===== src/rtl/batalha_pkg.sv =====
// Shared types for the battleship memory clients: cell codes, row geometry and the
// shot-collider FSM encoding.
package batalha_pkg;

    localparam int unsigned ROW_W = 64;
    localparam int unsigned ADDR_W = 5;
    localparam int unsigned COL_W = 5;
    localparam int unsigned CNT_W = 8;
    localparam int unsigned PTS_W = 6;

    typedef enum logic [1:0] {
        AGUA   = 2'b00,
        NAVIO  = 2'b01,
        ERRO   = 2'b10,
        ACERTO = 2'b11
    } cell_e;

    typedef enum logic [2:0] {
        StIdle,
        StReq,
        StRead,
        StCheck,
        StWrite,
        StDone
    } colisor_state_e;

endpackage


===== src/rtl/colisor_celula.sv =====
// Combinational cell accessor: extracts the 2-bit cell at a column of a board row and
// returns the row with only that cell replaced by a new code.
module colisor_celula
    import batalha_pkg::*;
(
    input  logic [ROW_W-1:0] row_i,
    input  logic [COL_W-1:0] col_i,
    input  cell_e            code_i,
    output cell_e            old_o,
    output logic [ROW_W-1:0] row_o
);

    logic [COL_W:0]   sh;
    logic [ROW_W-1:0] shifted;
    logic [ROW_W-1:0] mask;

    always_comb begin
        sh      = {col_i, 1'b0};
        shifted = row_i >> sh;
        old_o   = cell_e'(shifted[1:0]);
        mask    = ROW_W'(2'b11) << sh;
        row_o   = (row_i & ~mask) | (ROW_W'(code_i) << sh);
    end

endmodule


===== src/rtl/colisor_tiro.sv =====
// Shot collider: requests the player-memory bus, reads a board row, classifies the target
// cell and writes back the marked row. Optional scoreboard under COLISOR_PLACAR_EN.
module colisor_tiro
    import batalha_pkg::*;
#(
    parameter int unsigned GRANT_LAT  = 2,
    parameter int unsigned READ_LAT   = 2,
    parameter int unsigned SHIP_CELLS = 17
) (
    input  logic              clk,
    input  logic              resetGeral,
    input  logic              tiro_valido,
    input  logic              tiro_jogador,
    input  logic [ADDR_W-1:0] tiro_linha,
    input  logic [COL_W-1:0]  tiro_coluna,
    input  logic              readyValidador,
    input  logic [ROW_W-1:0]  dataReadColisor,
    output logic              readyColisor,
    output logic              jogadorColisor,
    output logic [ADDR_W-1:0] colisor_addr,
    output logic              colisor_wrep1,
    output logic              colisor_wrep2,
    output logic [ROW_W-1:0]  colisor_data,
    output logic              tiro_ocupado,
    output logic              resultado_valido,
    output logic              acerto,
    output logic              repetido
`ifdef COLISOR_PLACAR_EN
   ,output logic [PTS_W-1:0]  pontos_p1,
    output logic [PTS_W-1:0]  pontos_p2,
    output logic              fim_jogo
`endif
);

    colisor_state_e    state_q, state_d;
    logic [CNT_W-1:0]  cnt_q, cnt_d;
    logic              jog_q, jog_d;
    logic [ADDR_W-1:0] linha_q, linha_d;
    logic [COL_W-1:0]  col_q, col_d;
    logic [ROW_W-1:0]  data_q, data_d;
    logic              acerto_q, acerto_d;
    logic              rep_q, rep_d;

    cell_e             old_code;
    cell_e             new_code;
    logic [ROW_W-1:0]  row_upd;

    // Water becomes miss, ship becomes hit: low bit preserved, high bit set.
    assign new_code = old_code[0] ? ACERTO : ERRO;

    colisor_celula u_celula (
        .row_i  (dataReadColisor),
        .col_i  (col_q),
        .code_i (new_code),
        .old_o  (old_code),
        .row_o  (row_upd)
    );

    always_comb begin
        state_d  = state_q;
        cnt_d    = cnt_q;
        jog_d    = jog_q;
        linha_d  = linha_q;
        col_d    = col_q;
        data_d   = data_q;
        acerto_d = acerto_q;
        rep_d    = rep_q;
        unique case (state_q)
            StIdle: begin
                if (tiro_valido) begin
                    jog_d   = tiro_jogador;
                    linha_d = tiro_linha;
                    col_d   = tiro_coluna;
                    cnt_d   = '0;
                    state_d = StReq;
                end
            end
            StReq: begin
                // Controller serves the validator first; our grant wait restarts.
                if (readyValidador) begin
                    cnt_d = '0;
                end else if (cnt_q == CNT_W'(GRANT_LAT - 1)) begin
                    cnt_d   = '0;
                    state_d = StRead;
                end else begin
                    cnt_d = cnt_q + 1'b1;
                end
            end
            StRead: begin
                if (cnt_q == CNT_W'(READ_LAT - 1)) begin
                    cnt_d   = '0;
                    state_d = StCheck;
                end else begin
                    cnt_d = cnt_q + 1'b1;
                end
            end
            StCheck: begin
                unique case (old_code)
                    AGUA, NAVIO: begin
                        rep_d    = 1'b0;
                        acerto_d = old_code[0];
                        data_d   = row_upd;
                        state_d  = StWrite;
                    end
                    default: begin
                        rep_d    = 1'b1;
                        acerto_d = 1'b0;
                        state_d  = StDone;
                    end
                endcase
            end
            StWrite: state_d = StDone;
            StDone:  state_d = StIdle;
            default: state_d = StIdle;
        endcase
    end

    always_ff @(posedge clk or negedge resetGeral) begin
        if (!resetGeral) begin
            state_q  <= StIdle;
            cnt_q    <= '0;
            jog_q    <= 1'b0;
            linha_q  <= '0;
            col_q    <= '0;
            data_q   <= '0;
            acerto_q <= 1'b0;
            rep_q    <= 1'b0;
        end else begin
            state_q  <= state_d;
            cnt_q    <= cnt_d;
            jog_q    <= jog_d;
            linha_q  <= linha_d;
            col_q    <= col_d;
            data_q   <= data_d;
            acerto_q <= acerto_d;
            rep_q    <= rep_d;
        end
    end

    // Outputs decode the state register so an async reset clears them at once.
    always_comb begin
        readyColisor     = state_q inside {StReq, StRead, StCheck, StWrite};
        jogadorColisor   = jog_q;
        colisor_addr     = linha_q;
        colisor_wrep1    = (state_q == StWrite) && !jog_q;
        colisor_wrep2    = (state_q == StWrite) && jog_q;
        colisor_data     = data_q;
        tiro_ocupado     = (state_q != StIdle);
        resultado_valido = (state_q == StDone);
        acerto           = acerto_q;
        repetido         = rep_q;
    end

`ifdef COLISOR_PLACAR_EN
    logic [PTS_W-1:0] p1_q, p1_d;
    logic [PTS_W-1:0] p2_q, p2_d;
    logic             fim_q, fim_d;

    always_comb begin
        p1_d = p1_q;
        p2_d = p2_q;
        if (state_q == StWrite && acerto_q) begin
            if (jog_q && p2_q != '1) begin
                p2_d = p2_q + 1'b1;
            end else if (!jog_q && p1_q != '1) begin
                p1_d = p1_q + 1'b1;
            end
        end
        fim_d = fim_q || (p1_d == PTS_W'(SHIP_CELLS)) || (p2_d == PTS_W'(SHIP_CELLS));
    end

    always_ff @(posedge clk or negedge resetGeral) begin
        if (!resetGeral) begin
            p1_q  <= '0;
            p2_q  <= '0;
            fim_q <= 1'b0;
        end else begin
            p1_q  <= p1_d;
            p2_q  <= p2_d;
            fim_q <= fim_d;
        end
    end

    assign pontos_p1 = p1_q;
    assign pontos_p2 = p2_q;
    assign fim_jogo  = fim_q;
`endif

endmodule


===== config.mk =====
export PLATFORM = sky130hd
export DESIGN_NAME = colisor_tiro
export DESIGN_NICKNAME = d
export VERILOG_FILES = /design/src/rtl/batalha_pkg.sv /design/src/rtl/colisor_celula.sv /design/src/rtl/colisor_tiro.sv
export SDC_FILE = /design/constraint.sdc
export NUM_CORES = 1
export LEC_CHECK = 0
export BUFFER_PORTS_ARGS = -buffer_cell sky130_fd_sc_hd__buf_2
export CORE_MARGIN = 5
export CORE_UTILIZATION = 45
export CTS_CLUSTER_SIZE = 12
export DETAILED_ROUTE_END_ITERATION = 12
export GPL_ROUTABILITY_DRIVEN = 0
export HOLD_SLACK_MARGIN = 0.05
export PLACE_DENSITY = 0.8
export SYNTH_ARGS = -nofsm -noshare
export SYNTH_HDL_FRONTEND = slang
export SYNTH_SLANG_ARGS = --single-unit

===== constraint.sdc =====
create_clock -name clk -period 2.15 [get_ports clk]
set_input_delay 0.215 -clock clk [delete_from_list [all_inputs] [get_ports clk]]
set_output_delay 0.215 -clock clk [all_outputs]
set_load 0.005 [all_outputs]

==> results of run 1 <==
worst reg2reg max path: stages, from the launching register on:
cell      delay [ns]
dfrtp_1         0.40
buf_12          0.15
mux4_2          0.52
nand2b_4        0.15
and4_4          0.18
a31oi_4         0.21
buf_6           0.18
buf_16          0.16
mux2_4          0.31
logic make-up after synthesis:
| family | synth area share |
|---|---|
| adders and majority gates | 0.005633 |
| and+or+nand+nor | 0.1259 |
| DFF | 0.4958 |
| xor gates and xnor gates | 0.005917 |
| AOI/OAI and AO/OA | 0.1389 |
| muxes | 0.1924 |
| buffers and inverters | 0.03549 |
metrics by stage:
stage,power [uW],utilization,instances
after floorplan,5445,-,391
after global placement,7059,0.5686,678
after detailed placement,7225,0.5686,678
after CTS,8627,0.6067,704
after global routing,9587,0.6280,709
final,8998,0.6280,709
per-layer routing:
metal,GRT usage,vias to the layer above
li1,-,1787
met1,0.2716,1934
met2,0.3692,172
met3,0.06048,20
met4,0.07836,2
met5,0,-
Yosys cell counts (2+ instances only):
cell and instances:
a211oi_1 2, nor3_1 2, mux2i_1 10, and2_1 2
clkbuf_1 15, o22a_1 32, xnor2_1 2, nand3_1 6
and3b_1 3, and3_1 10, nand2_1 44, ha_1 2
mux2_2 17, buf_6 3, buf_2 6, buf_1 3
buf_4 2, nand2b_1 10, nor2b_1 5, nor3b_1 3
a21oi_1 34, dfrtp_1 88, inv_1 3, nor4_1 2
nor2_1 16, o21ai_0 12, o221ai_1 2, mux2_1 28
mux4_2 11
power breakdown:
part	switching (uW)	internal, uW
registers	580	2440
clock network	570	534
logic	2150	2730
timing repair:
| item | CTS | global route |
|---|---|---|
| endpoints found under the hold margin | 41 | 0 |
| resized for setup | 22 | 27 |
| pin swaps | 3 | 3 |
| hold buffers | 2 | 0 |
| endpoints found under the setup margin | 65 | 65 |
| cloned | 2 | 4 |
| setup buffers | 6 | 1 |
layout by cell type, fill, tap and decap left out, types with 5 or more instances in the layout:
cell / Yosys / layout
buf_2: 6 / 154
dfrtp_1: 88 / 88
nand2_1: 44 / 44
a21oi_1: 34 / 34
mux2_4: 0 / 32
o22a_1: 32 / 32
buf_4: 2 / 27
nor2_1: 16 / 15
mux2_2: 17 / 13
o21ai_0: 12 / 12
mux4_2: 11 / 11
mux2i_1: 10 / 10
and3_1: 10 / 9
clkbuf_8: 0 / 9
nand2b_1: 10 / 7
nand3_1: 6 / 6
nor2b_1: 5 / 5
buf_12: 0 / 5
worst paths after layout:
check                      cells after the start                      endpoint                   startpoint
max                                            8  colisor_data[40]$_DFFE_PN0P_         col_q[0]$_DFFE_PN0P_
min                                            2          col_q[4]$_DFFE_PN0P_               tiro_coluna[4]
max reg2reg                                    8  colisor_data[40]$_DFFE_PN0P_         col_q[0]$_DFFE_PN0P_
min reg2reg                                    1   colisor_addr[0]$_DFFE_PN0P_  colisor_addr[0]$_DFFE_PN0P_
max in group asynchronous                      3  colisor_data[60]$_DFFE_PN0P_                   resetGeral
min in group asynchronous                      2  colisor_data[57]$_DFFE_PN0P_                   resetGeral
state kept, by name (all words and copies together), names as in the netlist:
register,count
colisor_addr,5
jogadorColisor,1
repetido,1
state_q,3
col_q,5
cnt_q,8
acerto,1
colisor_data,64
cell type report:
cell class	count	area share
Clock buffer	12	0.02222
Clock inverter	4	0.007406
Inverter	3	0.001851
Multi-Input combinational cell	271	0.3668
Sequential cell	88	0.3621
Tap cell	133	0.02736
Timing Repair Buffer	198	0.2123
==> results.json, run 1 <==
{
  "outcome": "complete, but fails checks",
  "violations": "setup timing",
  "cts_buffer_depth": 2,
  "clkSinkCount": 88,
  "core_area_sq_um": 9684,
  "hold_viol": 0,
  "synthArstFlopShare": 1.000,
  "grt_pass1_vias": 4071,
  "top_layer_used": "met5",
  "synth_edf_count": 0,
  "ys.flop_type": "dfrtp_1",
  "dieHeight_um": 109.4,
  "dieArea_sq_um": 11960,
  "crit_path_end_kind": "register",
  "worstPathArrival_ns": 2.61,
  "path_cells": "buf_12, mux4_2, nand2b_4, and4_4, a31oi_4, buf_6, buf_16, mux2_4",
  "grt_start_max_net_pins": 49,
  "tightest_slew_ns": 0.7040,
  "dieWidth_um": 109.4,
  "nets": 652,
  "wl_met3_mm": 1.121,
  "num_rows": 36,
  "fillCellCount": 801,
  "rsz0062_at_grt": "true",
  "maxSlewHeadroom": 0.5297,
  "antenna_found_initial": 1,
  "io_pins": 156,
  "crit_family": "multiplexers",
  "cp_max_fo": 8,
  "initial_core_util": 0.4587,
  "synth_area_leaders": "dfrtp_1 50%, mux2_1 7.1%, o22a_1 6.3%",
  "cp_slowest_cell": "mux4_2",
  "cts_tree": "built",
  "power_density_nw_per_um2": 1479,
  "first_pass_iters": 4,
  "yosys.area.top_type": "dfrtp_1",
  "timing.fmax_mhz": 423.0,
  "drc_errors": 0,
  "maxCapViolations": 0,
  "r2r_slack_ns": -0.21,
  "synth_top_area_share": 0.4958,
  "pre_cts_ws_ns": -0.2467,
  "final_antenna_net_count": 0,
  "timing.setup.tns_ns": -9.910,
  "overflow": 0,
  "place_area_sq_um": 5507,
  "h-tree-depth": 3,
  "multiInputGateArea_sq_um": 2231,
  "ys_seq_area_frac": 0.4958,
  "areaGrowthSynthToFinish_pct": 36.93,
  "cts_buffers": 9,
  "antennaDiodeCount": 0,
  "final_cell_area_sq_um": 6082,
  "portBuffers": 155,
  "fin_crit_sh": 1.100,
  "routed_wl_mm": 13.42,
  "ir_worst_vdd_uv": 696.5,
  "setup_ws_ns": -0.2143,
  "routed-via-count": 3915,
  "syn_area_sq_um": 4442,
  "required_ns": 2.40,
  "cts_root_buffer": "clkbuf_8",
  "slew_viol_final": 0,
  "grt_usage": 0.2196,
  "drt_iter0_markers": 203,
  "drive_gt1_frac": 0.4740,
  "synth_warnings": 0,
  "yosysUniqueCellTypes": 45,
  "clk_pin_slew_ns": 0.09,
  "setup_viol": 65,
  "worst_hold_path_type": "input port to register",
  "ys_ff_latch": 88,
  "met1_length_mm": 5.341,
  "met2WireLength_mm": 6.684,
  "worst-path-buf-inv": 3,
  "postSynthAreaPerCell_sq_um": 11.36,
  "cp_slowest_stage_delay_ns": 0.52,
  "clk_latency_ns": 0.36,
  "skew_ns": 0.008966,
  "grt_pass1_wl_mm": 20.09,
  "viasPerCell": 5.522,
  "period_needed_ns": 2.364,
  "criticalPathCategory": "register to register",
  "ff_latch_area_sq_um": 2202,
  "post-dp-hpwl_mm": 9.502,
  "routedWlPerCell_um": 18.93,
  "syn_inst": 391,
  "whs_ns": 0.08155,
  "cp-start-kind": "register",
  "leakage_uw": 0.002849,
  "synth.net_count": 472
}
No activity file was read; power rests on OpenSTA's default activity.
==> inputs of run 2 (changes only) <==
- PLACE_DENSITY: 0.8 -> 0.77
- clock period: 2.15 -> 2.3 ns (I/O delays scaled with it)
==> results.json, run 2 (same netlist as run 1, synthesis figures left out) <==
{
  "clk_latency_ns": 0.35,
  "setup_ws_ns": -0.09191,
  "r2r_slack_ns": -0.09,
  "maxSlewHeadroom": 0.5458,
  "crit_path_end_kind": "register",
  "largest_register_ffs": 64,
  "clk_pin_slew_ns": 0.08,
  "leakage_uw": 0.002694,
  "grt_pass1_vias": 3986,
  "dieArea_sq_um": 11960,
  "drive_gt1_frac": 0.4332,
  "portBuffers": 155,
  "required_ns": 2.54,
  "cts_buffers": 9,
  "whs_ns": 0.09024,
  "layout_common_cells": "154 x buf_2, 87 x dfrtp_1, 44 x nand2_1",
  "cp_slowest_stage_delay_ns": 0.48,
  "p_total_uw": 7867,
  "hp-start": "tiro_coluna[1]",
  "first_pass_iters": 5,
  "maxCapViolations": 0,
  "outcome": "complete, but fails checks",
  "core_area_sq_um": 9684,
  "reg2reg_from": "col_q[0]$_DFFE_PN0P_",
  "grt.busiest_layer": "met2",
  "grt_usage": 0.2094,
  "rsz0062_at_grt": "true",
  "violations": "setup timing",
  "grt_util_met1": 0.2583,
  "criticalPathCategory": "register to register",
  "worstPathArrival_ns": 2.63,
  "fin_crit_sh": 1.040,
  "final_common_cell": "buf_2",
  "dp_cells": 672,
  "ff2ff_path_depth": 8,
  "dieHeight_um": 109.4,
  "grt.met2_usage": 0.3509,
  "worst_hold_path_type": "input port to register",
  "crit_top_cell": "buf_12",
  "overflow": 0,
  "routed-via-count": 3856,
  "viasPerCell": 5.548,
  "slew_viol_final": 0,
  "min_to": "col_q[1]$_DFFE_PN0P_",
  "cp_max_fo": 8,
  "clkSinkCount": 88,
  "cp-start-kind": "register",
  "num_rows": 36,
  "cts_root_buffer": "clkbuf_8",
  "skew_ns": 0.006951,
  "routedWlPerCell_um": 18.69,
  "path_cells": "buf_12, mux4_2, nand2b_4, and4_4, a31oi_4, buf_12, buf_6, mux2_1",
  "io_pins": 156,
  "final_antenna_net_count": 0,
  "ir_worst_vdd_uv": 567.3,
  "drt_iter0_markers": 200,
  "stdcell_count": 695,
  "cp_slowest_cell": "mux4_2",
  "crit_family": "multiplexers",
  "h-tree-depth": 3,
  "antenna_found_initial": 0,
  "grt_pass1_wl_mm": 19.43,
  "nets": 640,
  "period_needed_ns": 2.392,
  "cts_buffer_depth": 2,
  "hold_viol": 0,
  "areaGrowthSynthToFinish_pct": 30.68,
  "routed_wl_mm": 12.99,
  "timing.fmax_mhz": 418.1,
  "initial_core_util": 0.4587,
  "grt_start_max_net_pins": 51,
  "grt.met3_usage": 0.06518,
  "setup_viol": 41,
  "dieWidth_um": 109.4,
  "worst-path-buf-inv": 3,
  "drc_errors": 0,
  "holdPathStages": 3,
  "post-dp-hpwl_mm": 9.376,
  "power_density_nw_per_um2": 1355,
  "cts_tree": "built",
  "finish.utilization": 0.5994,
  "pre_cts_ws_ns": -0.05501,
  "regToRegEndpoint": "colisor_data[46]$_DFFE_PN0P_",
  "tightest_slew_ns": 0.6799
}
## run 2: metrics by stage
stage,setup TNS (ns),area (sq um)
floorplan,0,4442
global placement,-0.05112,5445
detailed placement,-1.180,5445
CTS,-0.7546,5607
global route,-5.161,5802
finish,-2.271,5804
## run 2: how the worst max path moves through the flow
stage,endpoint,slack (ns),depth (start not counted),from
floorplan,colisor_data[0]$_DFFE_PN0P_,0.05,8,col_q[0]$_DFFE_PN0P_
finish,colisor_data[46]$_DFFE_PN0P_,-0.09,8,col_q[0]$_DFFE_PN0P_
detailed placement,colisor_data[26]$_DFFE_PN0P_,-0.06,7,col_q[0]$_DFFE_PN0P_
CTS,colisor_data[26]$_DFFE_PN0P_,-0.04,7,col_q[0]$_DFFE_PN0P_
global placement,colisor_data[38]$_DFFE_PN0P_,-0.01,7,col_q[0]$_DFFE_PN0P_
global route,colisor_data[4]$_DFFE_PN0P_,-0.15,8,col_q[0]$_DFFE_PN0P_
## run 2: final cells by class
class                      count  area, sq um
sequential                    88         2203
timing repair buffer         186         1124
fill                         822         3880
clock buffer                   9        123.9
multi-input combinational    271         2148
antenna                        1        2.502
inverter                       3        11.26
clock inverter                 4        25.02
tap                          133        166.4
## run 2: worst register-to-register path: stages (launching register included)
cell      delay, ns
dfrtp_2        0.42
buf_12         0.14
mux4_2         0.49
nand2b_4       0.15
and4_4         0.21
a31oi_4        0.21
buf_12         0.16
buf_6          0.16
mux2_1         0.33
## run 2: metal layers
layer  vias to the layer above  wire [um]
met4                         0        265
met3                        26       1125
met1                      1890       5304
li1                       1766          -
met5                         -          0
met2                       174       6294
## run 2: repair_timing
item	4_1_cts	5_1_grt
setup endpoints to repair	43	54
endpoints found under the hold margin	38	0
cloned	0	4
buffers inserted	0	4
pin swaps	0	1
hold buffers	1	0
gates resized for setup	1	17
## run 2: where the power goes
group	leakage [uW]	switching [uW]	internal [uW]	total, uW
combinational	0.00157	1940	2230	4160
sequential	0.00105	529	2280	2810
clock	0.0000728	528	371	898
total	0.00269	2990	4870	7870
==> inputs of run 3 (changes only) <==
--- a/config.mk
+++ b/config.mk
@@ -17,2 +17,3 @@
 export SYNTH_HDL_FRONTEND = slang
 export SYNTH_SLANG_ARGS = --single-unit
+export TNS_END_PERCENT = 5
==> constraint.sdc (replaced) <==
create_clock -name clk -period 2.3 [get_ports clk]
set_input_delay 0.23 -clock clk [delete_from_list [all_inputs] [get_ports clk]]
set_output_delay 0.23 -clock clk [all_outputs]
set_load 0.01 [all_outputs]
==> results.json, run 3 (same netlist as run 1, synthesis figures left out) <==
{
  "initial_core_util": 0.4587,
  "power_density_nw_per_um2": 1404,
  "largest_register_ffs": 64,
  "routed_wl_mm": 13.02,
  "dieWidth_um": 109.4,
  "routedWlPerCell_um": 18.73,
  "whs_ns": 0.09506,
  "outcome": "complete, but fails checks",
  "layout_common_cells": "154 x buf_2, 87 x dfrtp_1, 44 x nand2_1",
  "core_area_sq_um": 9684,
  "timing.fmax_mhz": 417.8,
  "viasPerCell": 5.607,
  "grt_usage": 0.2094,
  "path_cells": "buf_12, mux4_2, nand2b_4, and4_4, a31oi_4, buf_12, buf_6, mux2_1",
  "drc_errors": 0,
  "swShare": 0.3998,
  "hp-start": "tiro_coluna[1]",
  "final_antenna_net_count": 0,
  "clk_pin_slew_ns": 0.08,
  "crit_top_cell": "buf_12",
  "grt_start_max_net_pins": 51,
  "seqPwrFrac": 0.344,
  "crit_family": "multiplexers",
  "cts_tree": "built",
  "leakage_uw": 0.002696,
  "clockPowerShare": 0.110,
  "ff2ff_path_depth": 8,
  "intPower_uw": 4892,
  "routed-via-count": 3897,
  "cp-start-kind": "register",
  "tightest_slew_ns": 0.7125,
  "r2r_slack_ns": -0.09,
  "slew_viol_final": 0,
  "violations": "setup timing",
  "maxCapViolations": 0,
  "hold_viol": 0,
  "min_to": "col_q[1]$_DFFE_PN0P_",
  "holdPathStages": 3,
  "criticalPathCategory": "register to register",
  "io_pins": 156,
  "first_pass_iters": 4,
  "overflow": 0,
  "num_rows": 36,
  "maxSlewHeadroom": 0.5240,
  "drive_gt1_frac": 0.4349,
  "pwr-share-comb": 0.546,
  "period_needed_ns": 2.394,
  "dieHeight_um": 109.4,
  "fin_crit_sh": 1.041,
  "skew_ns": 0.008890,
  "reg2reg_from": "col_q[0]$_DFFE_PN0P_",
  "worstPathArrival_ns": 2.63,
  "crit_path_end_kind": "register",
  "setup_ws_ns": -0.09359,
  "cp_max_fo": 8,
  "worst_hold_path_type": "input port to register",
  "cts_buffer_depth": 2,
  "regToRegEndpoint": "colisor_data[46]$_DFFE_PN0P_",
  "cts_buffers": 9,
  "areaGrowthSynthToFinish_pct": 30.68,
  "antenna_found_initial": 0,
  "pre_cts_ws_ns": -0.05501,
  "clkSinkCount": 88,
  "cts_root_buffer": "clkbuf_8",
  "cp_slowest_cell": "mux4_2",
  "rsz0062_at_grt": "true",
  "cp_slowest_stage_delay_ns": 0.49,
  "ir_worst_vdd_uv": 629.3,
  "portBuffers": 155,
  "grt_pass1_wl_mm": 19.43,
  "h-tree-depth": 3,
  "final_common_cell": "buf_2",
  "worst-path-buf-inv": 3,
  "setup_viol": 50,
  "required_ns": 2.54,
  "fillCellCount": 823,
  "nets": 640,
  "drt_iter0_markers": 187,
  "clk_latency_ns": 0.35,
  "post-dp-hpwl_mm": 9.376,
  "grt_pass1_vias": 3986,
  "power_switching_uw": 3258,
  "dieArea_sq_um": 11960
}
## run 3: cell counts in the layout (fill, tap and decap cells not counted)
Identical to the previous run, type by type.
## run 3: tightest hold or removal path, delay by kind of cell
family | cells | cell delay [ns]
compound gates | 1 | 0.07
buf+inv | 1 | 0.08
simple gates | 1 | 0.04
## run 3: how the worst max path moves through the flow
stage	start	end	slack (ns)	depth (start not counted)
5_1_grt	col_q[0]$_DFFE_PN0P_	colisor_data[4]$_DFFE_PN0P_	-0.15	8
4_1_cts	col_q[0]$_DFFE_PN0P_	colisor_data[26]$_DFFE_PN0P_	-0.04	7
2_1_floorplan	col_q[0]$_DFFE_PN0P_	colisor_data[0]$_DFFE_PN0P_	0.05	8
3_3_place_gp	col_q[0]$_DFFE_PN0P_	colisor_data[38]$_DFFE_PN0P_	-0.01	7
6_report	col_q[0]$_DFFE_PN0P_	colisor_data[46]$_DFFE_PN0P_	-0.09	8
3_5_place_dp	col_q[0]$_DFFE_PN0P_	colisor_data[26]$_DFFE_PN0P_	-0.06	7
## run 3: layout make-up
class | instances | area [sq um] | share of cell area
Tap cell | 133 | 166.4 | 0.02867
Timing Repair Buffer | 186 | 1120 | 0.1929
Clock buffer | 9 | 123.9 | 0.02134
Antenna cell | 1 | 2.502 | 0.0004311
Sequential cell | 88 | 2203 | 0.3796
Inverter | 3 | 11.26 | 0.001940
Clock inverter | 4 | 25.02 | 0.004311
Multi-Input combinational cell | 271 | 2152 | 0.3708
## run 3: what timing repair did
action | 4_1_cts | 5_1_grt
endpoints found under the hold margin | 38 | 0
hold buffers | 1 | 0
pin swaps | 0 | 1
endpoints found under the setup margin | 43 | 54
setup buffers | 0 | 4
gates cloned | 0 | 4
resized for setup | 1 | 17
## run 3: power by group through the flow
stage                     clock (uW)  combinational, uW  sequential, uW
after floorplan                    0               2370            2970
after global routing             981               4810            2910
after CTS                        919               4160            2790
after detailed placement           0               4140            2810
after global placement             0               4010            2780
final                            897               4450            2810
## run 3: routing by layer
metal / up-vias / routed length (um) / GRT usage
met5: - / 0 / 0
met4: 0 / 268 / 0.06768
met3: 24 / 1243 / 0.06518
met2: 196 / 6231 / 0.3509
met1: 1912 / 5274 / 0.2583
li1: 1765 / - / -
## run 3: metrics by stage
stage / instance area, sq um / utilization / instances / total power [uW] / TNS [ns]
2_1_floorplan: 4442 / - / 391 / 5336 / 0
3_3_place_gp: 5445 / 0.5623 / 672 / 6784 / -0.05112
3_5_place_dp: 5445 / 0.5623 / 672 / 6952 / -1.180
4_1_cts: 5607 / 0.5789 / 686 / 7872 / -0.7546
5_1_grt: 5802 / 0.5991 / 694 / 8697 / -5.600
6_report: 5804 / 0.5994 / 695 / 8150 / -2.889
